--- config.mk ---
export PLATFORM = sky130hd
export DESIGN_NAME = mul_sequencer
export DESIGN_NICKNAME = d
export VERILOG_FILES = /design/src/rtl/mul_sequencer.sv
export SDC_FILE = /design/constraint.sdc
export NUM_CORES = 1
export LEC_CHECK = 0
export ABC_AREA = 1
export BUFFER_PORTS_ARGS = -buffer_cell sky130_fd_sc_hd__buf_4
export CAP_MARGIN = 10
export CORE_ASPECT_RATIO = 1.75
export CORE_MARGIN = 10
export CORE_UTILIZATION = 60
export DETAILED_ROUTE_END_ITERATION = 12
export GPL_TIMING_DRIVEN = 0
export HOLD_SLACK_MARGIN = 0.15
export PLACE_DENSITY = 0.81
export SETUP_SLACK_MARGIN = 0.3
export SLEW_MARGIN = 20
export SYNTH_ARGS = -nofsm -noshare
export SYNTH_HDL_FRONTEND = slang
export SYNTH_SLANG_ARGS = --single-unit
--- constraint.sdc ---
create_clock -name CLK -period 3.35 [get_ports CLK]
set_input_delay 0.335 -clock CLK [delete_from_list [all_inputs] [get_ports CLK]]
set_output_delay 0.335 -clock CLK [all_outputs]
set_load 0.01 [all_outputs]
--- src/rtl/mul_sequencer.sv ---
// mul_sequencer: multi-cycle shift-and-add unsigned multiplier.
//
// Purpose: replaces the single-cycle array multiplier on the ALU MUL path.
// The control unit pulses START, stalls while BUSY is high, and writes
// RESULT back on the one-cycle DONE pulse. RESULT carries the low product
// half; RESULT_HI carries the upper half.
//
// Ports:
//   CLK        in   rising-edge clock
//   RESET      in   asynchronous active-low reset
//   START      in   request, sampled on the rising edge
//   OPERAND1   in   [WIDTH]  multiplicand, latched on acceptance
//   OPERAND2   in   [WIDTH]  multiplier, latched on acceptance
//   RESULT     out  [WIDTH]  product bits [WIDTH-1:0]
//   RESULT_HI  out  [WIDTH]  product bits [2*WIDTH-1:WIDTH]
//   BUSY       out  high while a computation is in progress
//   DONE       out  one-cycle completion pulse
//
// Build option: define MUL_EARLY_TERM_EN to finish as soon as the remaining
// multiplier bits are all zero (latency = index of top set bit of OPERAND2
// plus one, minimum one cycle). Without it the latency is fixed at WIDTH.

module mul_sequencer #(
  parameter int WIDTH = 8
) (
  input  logic             CLK,
  input  logic             RESET,
  input  logic             START,
  input  logic [WIDTH-1:0] OPERAND1,
  input  logic [WIDTH-1:0] OPERAND2,
  output logic [WIDTH-1:0] RESULT,
  output logic [WIDTH-1:0] RESULT_HI,
  output logic             BUSY,
  output logic             DONE
);

  localparam int CW = $clog2(WIDTH) + 1;

  typedef enum logic [1:0] {
    S_IDLE = 2'd0,
    S_CALC = 2'd1,
    S_DONE = 2'd2
  } state_t;

  state_t state, state_nxt;

  logic [2*WIDTH-1:0] acc, mcand, res;
  logic [WIDTH-1:0]   mplr;
  logic [CW-1:0]      cnt;

  logic [2*WIDTH-1:0] acc_nxt;
  logic               accept;
  logic               last_step;

  // A request is taken in IDLE and also in the DONE cycle (back-to-back).
  assign accept  = START && (state == S_IDLE || state == S_DONE);

  // Full 2*WIDTH add: the product of two WIDTH-bit values always fits.
  assign acc_nxt = mplr[0] ? (acc + mcand) : acc;

`ifdef MUL_EARLY_TERM_EN
  // Stop once no multiplier bits remain after this step's shift.
  assign last_step = (cnt == CW'(WIDTH - 1)) || ((mplr >> 1) == '0);
`else
  assign last_step = (cnt == CW'(WIDTH - 1));
`endif

  // State register
  always_ff @(posedge CLK or negedge RESET) begin
    if (!RESET) state <= S_IDLE;
    else        state <= state_nxt;
  end

  // Next-state logic
  always_comb begin
    state_nxt = state;
    case (state)
      S_IDLE:  if (START) state_nxt = S_CALC;
      S_CALC:  if (last_step) state_nxt = S_DONE;
      S_DONE:  state_nxt = START ? S_CALC : S_IDLE;
      default: state_nxt = S_IDLE;
    endcase
  end

  // Output logic
  always_comb begin
    BUSY = 1'b0;
    DONE = 1'b0;
    case (state)
      S_CALC:  BUSY = 1'b1;
      S_DONE:  DONE = 1'b1;
      default: ;
    endcase
  end

  // Datapath: operand capture, one shift-add step per CALC cycle, and the
  // result register, which holds until the next completed operation.
  always_ff @(posedge CLK or negedge RESET) begin
    if (!RESET) begin
      acc   <= '0;
      mcand <= '0;
      mplr  <= '0;
      cnt   <= '0;
      res   <= '0;
    end else if (accept) begin
      acc   <= '0;
      mcand <= {{WIDTH{1'b0}}, OPERAND1};
      mplr  <= OPERAND2;
      cnt   <= '0;
    end else if (state == S_CALC) begin
      acc   <= acc_nxt;
      mcand <= mcand << 1;
      mplr  <= mplr >> 1;
      cnt   <= cnt + 1'b1;
      if (last_step) res <= acc_nxt;
    end
  end

  assign RESULT    = res[WIDTH-1:0];
  assign RESULT_HI = res[2*WIDTH-1:WIDTH];

endmodule

Word level (Yosys, flattened, before mapping)
Cells that the tools add are included.
W data, S select, Z words.
{"block": "totals", "ff_bits": 62, "out_inout_bits": 18, "elab_cells": 35}
{"block": "op_classes", "n_eq_ne": 5, "n_reduce_logical": 6, "n_addsub": 2, "bitwise_logic": 1, "muxes": 15}
{"operator": "$mux W16", "count": 5}
{"operator": "$add A16 B16 Y16", "count": 1}
{"operator": "$mux W8", "count": 2}
{"operator": "$mux W4", "count": 2}
{"operator": "$pmux W2 S3", "count": 1}
{"operator": "$add A4 B1 Y4 const B", "count": 1}
{"operator": "$eq A4 B3 Y1 const B", "count": 1}
{"operator": "$mux W2", "count": 2}
{"operator": "$ne A2 B2 Y1 const B", "count": 2}
{"operator": "$mux W1", "count": 3}
{"operator": "$reduce_and A3 Y1", "count": 1}
{"operator": "$eq A2 B1 Y1 const B", "count": 1}
{"operator": "$eq A2 B2 Y1 const B", "count": 1}
{"operator": "$logic_not A2 Y1", "count": 1}
{"operator": "$reduce_and A2 Y1", "count": 1}
{"operator": "$reduce_bool A2 Y1", "count": 1}
{"operator": "$logic_and A1 B1 Y1", "count": 1}
{"operator": "$logic_or A1 B1 Y1", "count": 1}
{"operator": "$not A1 Y1", "count": 1}

Depth between registers and ports, before layout
Gate-level depths: netlist (run 1).
{"block": "logic_depth", "depth_word": 5, "depth_mapped": 11, "ltp_nobuf": 11}

Least setup slack after synthesis (run 1)
OpenSTA, ideal clock, no wires.
{"block": "synth_path", "path_kind": "register to register", "start": "reg acc[0]", "end": "reg acc[8]", "arrival_time_ns": 1.664, "synth_period_minus_slack_ns": 1.783, "n_path_buf": 0, "path_slack_ns": 1.567, "setup_time_ns": 0.119, "stages_incl_launch_ff": 10, "path_cell_list": "dfrtp_1 -> ha_1 -> fa_1 -> nand3_1 -> nand3_1 -> a21oi_1 -> xor2_1 -> nand2_1 -> nand3_1 -> nand2_1"}
{"block": "synth_between", "elab_chain_len": 4}
{"element": "start, declared", "line_no": "47", "text": "logic [2*WIDTH-1:0] acc, mcand, res;"}
{"element": "start signal, assigned", "line_no": "111", "text": "acc <= acc_nxt;"}
{"element": "$add A16 B16 Y16", "line_no": "59", "text": "assign acc_nxt = mplr[0] ? (acc + mcand) : acc;"}
{"element": "$mux W16", "line_no": "59"}
{"element": "$mux W16", "line_no": "110", "text": "end else if (state == S_CALC) begin"}
{"element": "$mux W16", "line_no": "105", "text": "end else if (accept) begin"}
Every way passes these cells. The select of a mux whose other input is x is not followed.
A chain may end at the register's enable or synchronous reset.

Worst setup path after layout (run 1)
Ends and elaborated chain as after synthesis.

==> impl_metrics.env, run 1 <==
export IMPL_outcome="complete, no violations"
export IMPL_fin_setup_tns_ns=0
export IMPL_hold_start="OPERAND2[3]"
export IMPL_h_tree_depth=3
export IMPL_initial_core_util_pct=62.7
export IMPL_drc=0
export IMPL_ir_drop_uv=736
export IMPL_port_buffers=36
export IMPL_powerDensity_nw_per_um2=1100
export IMPL_drv_cap=0
export IMPL_clock_sinks=62
export IMPL_path_max_fanout=3
export IMPL_multi_input_area_sq_um=1630
export IMPL_nFillCells=462
export IMPL_max_slew_margin_pct=47.6
export IMPL_worst_pin_slew_ns=0.787
export IMPL_worstPathArrival_ns=2.32
export IMPL_drt_pass1_iterations=5
export IMPL_cpMostUsedCell="nand3_1"
export IMPL_ff_latch_area_sq_um=1550
export IMPL_rsz0062_at_grt="no"
export IMPL_syn_num_nets=502
export IMPL_required_ns=3.59
export IMPL_hold_ws_ns=0.197
export IMPL_drt_initial_drc_count=212
export IMPL_cts_tree="done"
export IMPL_cts_root_buf="clkbuf_8"
export IMPL_path_cells="ha_1, fa_1, nand3_1, nand3_1, a21oi_1, xor2_1, nand2_1, nand3_1, nand2_1"
export IMPL_setup_ws_ns=1.27
export IMPL_ys_seq_area_share_pct=43.9
export IMPL_area_growth_pct=16.3
export IMPL_worst_path_largest_cell_delay_ns=0.43
export IMPL_nets=550
export IMPL_netlist_area_sq_um=3530
export IMPL_ys_warn_count=0
export IMPL_syn_inst=466
export IMPL_grt_ovfl_total=0
export IMPL_pre_cts_ws_ns=1.32
export IMPL_leakagePower_nw=2.22
export IMPL_clock_latency_ns=0.35
export IMPL_hold_path_class="in2reg"
export IMPL_place_area_sq_um=3900
export IMPL_cp_end_kind="flop"
export IMPL_critPathSlowestCell="fa_1"
export IMPL_fin_crit_sh_pct=62.0
export IMPL_grt_max_degree=63
export IMPL_crit_type="reg2reg"
export IMPL_synth_area_top_cells="dfrtp_1, nand2_1, inv_1"
export IMPL_setup_viol=0
export IMPL_design_core_area_sq_um=5630
export IMPL_synth_top_area_cell="dfrtp_1"
export IMPL_dpl_hpwl_um=6790
export IMPL_p_total_mw=4.51
export IMPL_period_minus_slack_ns=2.08
export IMPL_dieArea_sq_um=9480
export IMPL_num_io_pins=37
export IMPL_wl_per_cell_um=15.1
export IMPL_viasPerCell=5.43
export IMPL_synth_cell_type_count=30
export IMPL_maxSlewViolCount=0
export IMPL_die_x_um=78
export IMPL_die_h_um=122
export IMPL_hold_viol_final=0
export IMPL_synth_top_area_share_pct=43.9
export IMPL_drive_gt1_share_pct=15.0
export IMPL_ys_ff_latch=62
export IMPL_cts_resized=0
export IMPL_finClkSkew_ns=0.00686
export IMPL_reg2reg_from="acc[0]$_DFFE_PN0P_"
export IMPL_finalInstanceArea_sq_um=4110
export IMPL_num_rows=36
export IMPL_cts_buffer_depth=2
export IMPL_syn_avg_cell_area_sq_um=7.58
export IMPL_max_freq_ghz=0.482
export IMPL_drt_wl_total_um=9010
export IMPL_vias=3229
export IMPL_clk_pin_slew_ns=0.07
export IMPL_postRouteAntennaNets=0
export IMPL_crit_start="acc[0]$_DFFE_PN0P_"
export IMPL_cts_buffers=9
export IMPL_first_global_vias=3362
export IMPL_cp_start_kind="flop"
export IMPL_gp_congestion=0.945
export IMPL_grt_pass1_wl_um=15400
export IMPL_n_antenna_cell=0
export IMPL_antenna_found_initial=0
export IMPL_grt_usage_pct=20.7
## registers in the layout, summed over array words and instances, names as in the netlist
name   flops
cnt        4
res       16
acc       16
mplr       8
state      2
mcand     16
## timing repair
action                     4_1_cts  5_1_grt
hold buffers                     1        0
setup buffers                    0        0
hold endpoints to repair        62        0
setup endpoints to repair        0        0
## cells in the mapped netlist
master,number
a21oi_1,8
a32o_1,1
buf_1,1
buf_2,4
buf_6,2
clkbuf_1,6
dfrtp_1,62
fa_1,1
ha_1,16
inv_1,70
inv_2,2
inv_4,2
nand2_1,161
nand2_2,1
nand3_1,44
nand3b_1,1
nand4_1,3
nor2_1,14
nor2_4,1
nor2_8,1
nor3_1,3
o211ai_1,2
o21ai_0,19
o21ai_1,5
o21ai_2,4
o221ai_1,8
o22ai_1,10
or2_2,9
xnor2_1,2
xor2_1,3
## power breakdown
part | switching, mW | internal, mW | total [mW]
logic | 1.57 | 0.934 | 2.51
clock network | 0.306 | 0.360 | 0.666
registers | 0.237 | 1.10 | 1.34
## metal layers
layer / part of all wire [%] / wire, um / vias up / GRT usage, %
li1: - / - / 1591 / -
met1: 38 / 3400 / 1510 / 20.2
met2: 52 / 4660 / 89 / 35.9
met3: 3.6 / 324 / 39 / 5.49
met4: 7.0 / 627 / 0 / 16.4
met5: 0 / 0 / - / 0
## area by class of cell
| cell class | instances | area share [%] |
|---|---|---|
| repair buffers | 37 | 6.83 |
| well taps | 76 | 2.32 |
| flip-flops and latches | 62 | 37.8 |
| clock inverters | 6 | 1.49 |
| inverters | 74 | 6.89 |
| clock buffers | 10 | 3.35 |
| multi-input cells | 317 | 39.7 |
| plain buffers | 13 | 1.68 |
## placed cells by master, fill, tap and decap left out, types with 2 or more instances in the layout
| cell | instances |
|---|---|
| nor2_1 | 14 |
| o211ai_1 | 2 |
| buf_6 | 2 |
| nand3_1 | 44 |
| o21ai_0 | 19 |
| clkinv_2 | 3 |
| xor2_1 | 3 |
| inv_1 | 70 |
| o221ai_1 | 8 |
| nand4_1 | 3 |
| nor3_1 | 3 |
| ha_1 | 16 |
| inv_4 | 2 |
| buf_4 | 36 |
| o21ai_1 | 5 |
| inv_2 | 2 |
| dfrtp_1 | 62 |
| clkbuf_8 | 10 |
| o21ai_2 | 4 |
| xnor2_1 | 2 |
| clkbuf_1 | 6 |
| o22ai_1 | 10 |
| a21oi_1 | 8 |
| or2_2 | 9 |
| nand2_1 | 161 |
| buf_2 | 4 |
## critical path, delay by kind of cell (launching register included)
family	cells	cell delay (ns)
AO/OA/AOI/OAI	1	0.21
AND/OR/NAND/NOR	5	0.54
adder cells (fa/ha/maj)	2	0.66
flip-flops	1	0.39
XOR/XNOR	1	0.17
## cell families after synthesis
family / Yosys count / share of synthesized area [%]
buffers and inverters: 87 / 9.95
XOR/XNOR: 5 / 1.24
AND/OR/NAND/NOR: 238 / 28.7
adder cells (fa/ha/maj): 17 / 6.23
AO/OA/AOI/OAI: 57 / 9.99
flip-flops: 62 / 43.9
## metrics by stage
step | std cells | utilization [%]
4_1_cts | 595 | 72.9
2_1_floorplan | 466 | -
5_1_grt | 595 | 72.9
3_3_place_gp | 578 | 69.2
6_report | 595 | 72.9
3_5_place_dp | 578 | 69.2
## worst paths after layout
path / cells past startpoint / to / slack, ns
max: 9 / acc[8]$_DFFE_PN0P_ / 1.27
min: 3 / mplr[3]$_DFFE_PN0P_ / 0.20
max reg2reg: 9 / acc[8]$_DFFE_PN0P_ / 1.27
min reg2reg: 2 / res[9]$_DFFE_PN0P_ / 0.48
max in group asynchronous: 2 / acc[9]$_DFFE_PN0P_ / 2.23
min in group asynchronous: 2 / res[6]$_DFFE_PN0P_ / 0.59
Power figures use the tool's default switching activity.
==> inputs of run 2 (changes only) <==
- ABC_AREA: 1 -> 0
- CORE_UTILIZATION: 60 -> 58
- PLACE_DENSITY: 0.81 -> 0.79
- clock period: 3.35 -> 2.1 ns (I/O delays scaled with it)
==> run 2 against run 1 <==
Against the previous run:
- the run now ends with negative setup slack left
- synthesized area fell by 7.6%
- via count decreased by 5.2%
- die area shrank 3.5%
- maximum frequency is 5.3% lower
- cell count fell by 15%
- critical endpoint is now res[14]$_DFFE_PN0P_
==> impl_metrics.env, run 2 <==
export IMPL_drive_gt1_share_pct=28.6
export IMPL_grt_ovfl_total=0
export IMPL_utilization_pct=80.1
export IMPL_wl_per_cell_um=19.7
export IMPL_max_slew_margin_pct=46.9
export IMPL_ys_seq_area_share_pct=47.5
export IMPL_die_h_um=119
export IMPL_vias=3061
export IMPL_cts_buffer_depth=2
export IMPL_setup_ws_ns=-0.0936
export IMPL_initial_core_util_pct=58.9
export IMPL_n_antenna_cell=0
export IMPL_dp_cells=453
export IMPL_outcome="finished with violations"
export IMPL_worst_pin_slew_ns=0.797
export IMPL_ys_ff_latch=62
export IMPL_netlist_area_sq_um=3260
export IMPL_cp_start_kind="flop"
export IMPL_syn_inst=341
export IMPL_hold_ws_ns=0.476
export IMPL_drt_wl_total_um=9920
export IMPL_layout_commonest_cell="dfrtp_1"
export IMPL_worstPathArrival_ns=2.43
export IMPL_hold_path_class="in2reg"
export IMPL_hold_viol_final=0
export IMPL_synth_top_area_share_pct=47.5
export IMPL_area_growth_pct=36.1
export IMPL_finalNonFillerCells=503
export IMPL_viasPerCell=6.09
export IMPL_ir_drop_uv=889
export IMPL_place_area_sq_um=3650
export IMPL_gp_congestion=0.928
export IMPL_die_x_um=76.7
export IMPL_max_freq_ghz=0.456
export IMPL_drv_cap=0
export IMPL_fin_crit_sh_pct=104
export IMPL_design_core_area_sq_um=5540
export IMPL_grt_pass1_wl_um=16100
export IMPL_yosysMostFrequentCell="dfrtp_1"
export IMPL_clock_sinks=62
export IMPL_worst_path_largest_cell_delay_ns=0.39
export IMPL_nets=458
export IMPL_grt_usage_pct=22.1
export IMPL_cts_buffers=9
export IMPL_synth_area_top_cells="dfrtp_1, ha_1, nand2_1"
export IMPL_leakagePower_nw=2.08
export IMPL_path_max_fanout=3
export IMPL_cts_tree="done"
export IMPL_first_global_vias=3325
export IMPL_critPathSlowestCell="dfrtp_1"
export IMPL_path_cells="ha_2, fa_2, a21o_1, a221oi_4, o31ai_4, o221ai_2, xor2_1, o21ai_1"
export IMPL_clock_latency_ns=0.35
export IMPL_port_buffers=36
export IMPL_rsz0062_at_grt="yes"
export IMPL_ys_warn_count=0
export IMPL_postRouteAntennaNets=0
export IMPL_setup_viol=8
export IMPL_antenna_found_initial=0
export IMPL_final_cell_mix="dfrtp_1, nand2_1, buf_4, a21oi_1, dlygate4sd3_1"
export IMPL_clk_pin_slew_ns=0.07
export IMPL_crit_type="reg2reg"
export IMPL_synth_cell_type_count=44
export IMPL_finalInstanceArea_sq_um=4440
export IMPL_cts_root_buf="clkbuf_8"
export IMPL_required_ns=2.33
export IMPL_syn_num_nets=377
export IMPL_finClkSkew_ns=0.00895
export IMPL_synth_flop_cell="dfrtp_1"
export IMPL_cp_end_kind="flop"
export IMPL_dieArea_sq_um=9140
export IMPL_synth_common_cells="dfrtp_1, nand2_1, a21oi_1"
export IMPL_maxSlewViolCount=0
export IMPL_dpl_hpwl_um=6570
export IMPL_powerDensity_nw_per_um2=1650
export IMPL_grt_max_degree=63
export IMPL_period_minus_slack_ns=2.19
export IMPL_num_io_pins=37
export IMPL_syn_avg_cell_area_sq_um=9.57
export IMPL_drt_initial_drc_count=201
export IMPL_drt_pass1_iterations=5
export IMPL_num_rows=36
export IMPL_h_tree_depth=3
export IMPL_async_flop_share_pct=100
export IMPL_synth_top_area_cell="dfrtp_1"
export IMPL_cp_buffers_inverters=0
export IMPL_drc=0
export IMPL_synth_edf_count=0
export IMPL_violations="negative setup slack"
export IMPL_crit_family="compound AO/OA/AOI/OAI gates"
export IMPL_p_total_mw=7.32
export IMPL_top_regs="acc (16), mcand (16), res (16)"
run 2: changes by cell type after synthesis, sizes merged, moves of 6 or more:
cell,before,now
nand3,44,15
a22o,0,11
a21o,0,6
a22oi,0,13
a21oi,8,25
nand2,162,53
mux2i,0,7
o221ai,8,1
or2,9,0
and3,0,12
o22ai,10,0
inv,74,5
clkbuf,6,14
run 2: final cells by class:
type                       instances  area [sq um]
clock buffer                       9           124
fill                             352          1100
timing repair buffer              70           576
clock inverter                     7          65.1
inverter                           5          23.8
multi-input combinational        257          1900
buffer                            17           100
sequential                        62          1550
tap                               76          95.1
run 2: final timing paths:
| path | from | endpoint | cells past startpoint | slack, ns |
|---|---|---|---|---|
| max in group asynchronous | RESET | mcand[11]$_DFFE_PN0P_ | 2 | 1.05 |
| min | START | acc[2]$_DFFE_PN0P_ | 4 | 0.48 |
| max reg2reg | acc[0]$_DFFE_PN0P_ | res[14]$_DFFE_PN0P_ | 8 | -0.09 |
| min reg2reg | res[5]$_DFFE_PN0P_ | res[5]$_DFFE_PN0P_ | 2 | 0.49 |
| max | acc[0]$_DFFE_PN0P_ | res[14]$_DFFE_PN0P_ | 8 | -0.09 |
| min in group asynchronous | RESET | acc[7]$_DFFE_PN0P_ | 2 | 0.49 |
run 2: where the power goes:
| group | switching (mW) | total [mW] | internal, mW |
|---|---|---|---|
| combinational | 2.25 | 4.14 | 1.89 |
| sequential | 0.447 | 2.16 | 1.71 |
| clock | 0.482 | 1.02 | 0.538 |
run 2: cell families (layout without fill, tap and decap cells):
group / count (synthesis) / count (layout) / synth area share [%]
multiplexers: 7 / 7 / 2.15
XOR/XNOR: 13 / 13 / 3.49
flip-flops: 62 / 62 / 47.5
AO/OA/AOI/OAI: 107 / 107 / 21.8
buffers and inverters: 22 / 108 / 2.57
adder cells (fa/ha/maj): 17 / 17 / 6.75
AND/OR/NAND/NOR: 113 / 113 / 15.7
run 2: per-stage QoR:
step                setup WS [ns]  TNS (ns)
floorplan                 0.00926         0
global placement           -0.245     -1.93
detailed placement         -0.273     -2.54
CTS                       -0.0830    -0.359
global route               -0.181     -1.25
finish                    -0.0936    -0.476
run 2: tightest hold or removal path: stages:
cell	delay, ns
buf_4	0.08
nand2b_1	0.23
nand3_1	0.17
o21ai_0	0.08
run 2: repair_timing:
item,4_1_cts,5_1_grt
hold endpoints to repair,78,0
endpoints found under the setup margin,52,39
resized for setup,62,11
setup buffers,16,1
hold buffers,17,0
pin swaps,30,10
run 2: layer usage:
metal / track usage, % / up-vias / routed length, um
li1: - / 1401 / -
met1: 20.4 / 1510 / 3480
met2: 41.6 / 112 / 5480
met3: 4.22 / 38 / 448
met4: 15.3 / 0 / 512
met5: 0 / - / 0
==> inputs of run 3 (changes only) <==
--- a/config.mk
+++ b/config.mk
@@ -11,3 +11,3 @@
 export CORE_ASPECT_RATIO = 1.75
-export CORE_MARGIN = 10
+export CORE_MARGIN = 5
 export CORE_UTILIZATION = 58
--- a/constraint.sdc
+++ b/constraint.sdc
@@ -3,2 +3,2 @@
 set_output_delay 0.21 -clock CLK [all_outputs]
-set_load 0.01 [all_outputs]
+set_load 0.05 [all_outputs]
==> run 3 against run 2 <==
Against the previous run:
- the flow still finishes with violations (negative setup slack)
- critical endpoint is now acc[12]$_DFFE_PN0P_
- largest power group unchanged
- power up 9.0%
- core utilization up 0.72 points
- via count down 0.26%
- critical path depth unchanged
- die area down 20%
- clock power up 17%
- clock-buffer cell count up 3
- wire length down 3.5%
- first-iteration DRC count up 10%
==> impl_metrics.env, run 3 (synthesized netlist as in run 2, its figures left out) <==
export IMPL_worst_path_largest_cell_delay_ns=0.40
export IMPL_switching_share_pct=45.4
export IMPL_hold_path_class="in2reg"
export IMPL_nFillCells=327
export IMPL_p_switching_mw=3.63
export IMPL_drive_gt1_share_pct=28.9
export IMPL_r2r_end="acc[12]$_DFFE_PN0P_"
export IMPL_violations="negative setup slack"
export IMPL_top_regs="acc (16), mcand (16), res (16)"
export IMPL_final_cell_mix="dfrtp_1, buf_4, nand2_1, a21oi_1, dlygate4sd3_1"
export IMPL_drc=0
export IMPL_reg2reg_from="mcand[0]$_DFFE_PN0P_"
export IMPL_design_core_area_sq_um=5540
export IMPL_combinationalPowerShare_pct=58.1
export IMPL_dpl_hpwl_um=6090
export IMPL_viasPerCell=6.01
export IMPL_grt_ovfl_total=0
export IMPL_r2r_slack_ns=-0.08
export IMPL_setup_viol=7
export IMPL_hold_path_end="acc[2]$_DFFE_PN0P_"
export IMPL_die_h_um=109
export IMPL_wl_per_cell_um=18.9
export IMPL_clock_latency_ns=0.36
export IMPL_leakagePower_nw=2.12
export IMPL_crit_type="reg2reg"
export IMPL_num_io_pins=37
export IMPL_area_growth_pct=37.3
export IMPL_clock_sinks=62
export IMPL_port_buffers=36
export IMPL_gp_congestion=0.980
export IMPL_powerDensity_nw_per_um2=1780
export IMPL_hold_ws_ns=0.422
export IMPL_worst_pin_slew_ns=0.794
export IMPL_outcome="finished with violations"
export IMPL_dieArea_sq_um=7290
export IMPL_cts_tree="done"
export IMPL_holdPathStages=4
export IMPL_cp_start_kind="flop"
export IMPL_drt_pass1_iterations=4
export IMPL_fin_crit_sh_pct=104
export IMPL_path_cells="ha_2, fa_2, a21o_1, a221oi_4, o31ai_4, a31oi_1, xor2_1, o21ai_1"
export IMPL_pwr_share_seq_pct=27.0
export IMPL_die_x_um=66.7
export IMPL_worstPathArrival_ns=2.42
export IMPL_nets=464
export IMPL_fin_setup_tns_ns=-0.364
export IMPL_reg2reg_depth=8
export IMPL_grt_usage_pct=28.5
export IMPL_finClkSkew_ns=0.0126
export IMPL_critPathSlowestCell="dfrtp_1"
export IMPL_drt_wl_total_um=9580
export IMPL_clk_pin_slew_ns=0.07
export IMPL_ir_drop_uv=1010
export IMPL_path_max_fanout=3
export IMPL_rsz0062_at_grt="yes"
export IMPL_postRouteAntennaNets=0
export IMPL_first_global_vias=3233
export IMPL_ff_latch_area_sq_um=1550
export IMPL_maxSlewViolCount=0
export IMPL_cts_root_buf="clkbuf_8"
export IMPL_utilization_pct=80.9
export IMPL_grt_max_degree=63
export IMPL_wl_met3_um=541
export IMPL_max_freq_ghz=0.460
export IMPL_hold_start="START"
export IMPL_h_tree_depth=3
export IMPL_cp_end_kind="flop"
export IMPL_multi_input_area_sq_um=1870
export IMPL_crit_family="compound AO/OA/AOI/OAI gates"
export IMPL_layout_commonest_cell="dfrtp_1"
export IMPL_wl_met1_um=3360
export IMPL_power_frac_clock_pct=15.0
export IMPL_met2_length_um=5030
export IMPL_antenna_found_initial=0
export IMPL_cts_buffers=9
export IMPL_num_rows=36
export IMPL_grt_pass1_wl_um=15200
export IMPL_initial_core_util_pct=58.9
export IMPL_n_antenna_cell=0
export IMPL_pre_cts_ws_ns=-0.239
export IMPL_cp_buffers_inverters=0
export IMPL_drv_cap=0
export IMPL_cts_buffer_depth=2
export IMPL_setup_ws_ns=-0.0757
export IMPL_vias=3053
export IMPL_hold_viol_final=0
export IMPL_max_slew_margin_pct=47.1
export IMPL_required_ns=2.35
export IMPL_dr_max_layer_used="met4"
export IMPL_drt_initial_drc_count=221
export IMPL_period_minus_slack_ns=2.18
export IMPL_internal_power_mw=4.36
==> run 3: cell types whose count changed in the layout (fill, tap and decap cells not counted), sizes merged <==
cell / before / now
buf: 55 / 62
clkinv: 5 / 0
clkbuf: 24 / 26
bufinv: 1 / 2
clkinvlp: 2 / 1
inv: 4 / 5
==> run 3: worst max-delay path by stage <==
stage,from,endpoint,slack [ns],cells past startpoint
finish,mcand[0]$_DFFE_PN0P_,acc[12]$_DFFE_PN0P_,-0.08,8
floorplan,acc[0]$_DFFE_PN0P_,acc[14]$_DFFE_PN0P_,0.009,8
global route,mcand[0]$_DFFE_PN0P_,res[8]$_DFFE_PN0P_,-0.15,9
CTS,acc[0]$_DFFE_PN0P_,acc[8]$_DFFE_PN0P_,-0.07,8
detailed placement,mcand[0]$_DFFE_PN0P_,acc[14]$_DFFE_PN0P_,-0.24,8
global placement,mcand[0]$_DFFE_PN0P_,acc[14]$_DFFE_PN0P_,-0.25,8
==> run 3: per-stage QoR <==
step,total power [mW],cell area [sq um],instances
global route,8.41,4480,508
CTS,7.70,4400,502
floorplan,4.77,3280,341
detailed placement,5.81,3650,453
finish,7.98,4480,508
global placement,5.70,3650,453
==> run 3: what timing repair did <==
action / 4_1_cts / 5_1_grt
hold buffers: 17 / 0
endpoints found under the setup margin: 50 / 43
resized for setup: 55 / 16
endpoints found under the hold margin: 78 / 0
pin swaps: 23 / 14
setup buffers: 17 / 6
==> run 3: layout make-up <==
class	count	area share (%)
clock inverters	3	1.51
repair buffers	76	14.1
plain buffers	17	2.04
multi-input cells	257	41.7
well taps	76	2.12
inverters	5	0.475
clock buffers	12	3.46
flip-flops and latches	62	34.6
==> run 3: power groups by stage <==
stage               Sequential [mW]  Clock, mW  Combinational [mW]
floorplan                      2.54          0                2.23
global placement               2.10          0                3.60
detailed placement             2.13          0                3.68
CTS                            2.14       1.19                4.37
global route                   2.20       1.24                4.97
finish                         2.15       1.19                4.64
==> run 3: routing by layer <==
layer	up-vias	GRT usage (%)
li1	1407	-
met1	1464	29.1
met2	133	50.3
met3	49	5.77
met4	0	20.3
met5	-	0
==> run 3: tightest hold or removal path: stages <==
cell and delay, ns:
buf_4 0.08, nand2b_1 0.21, nand3_1 0.17, o21ai_1 0.06
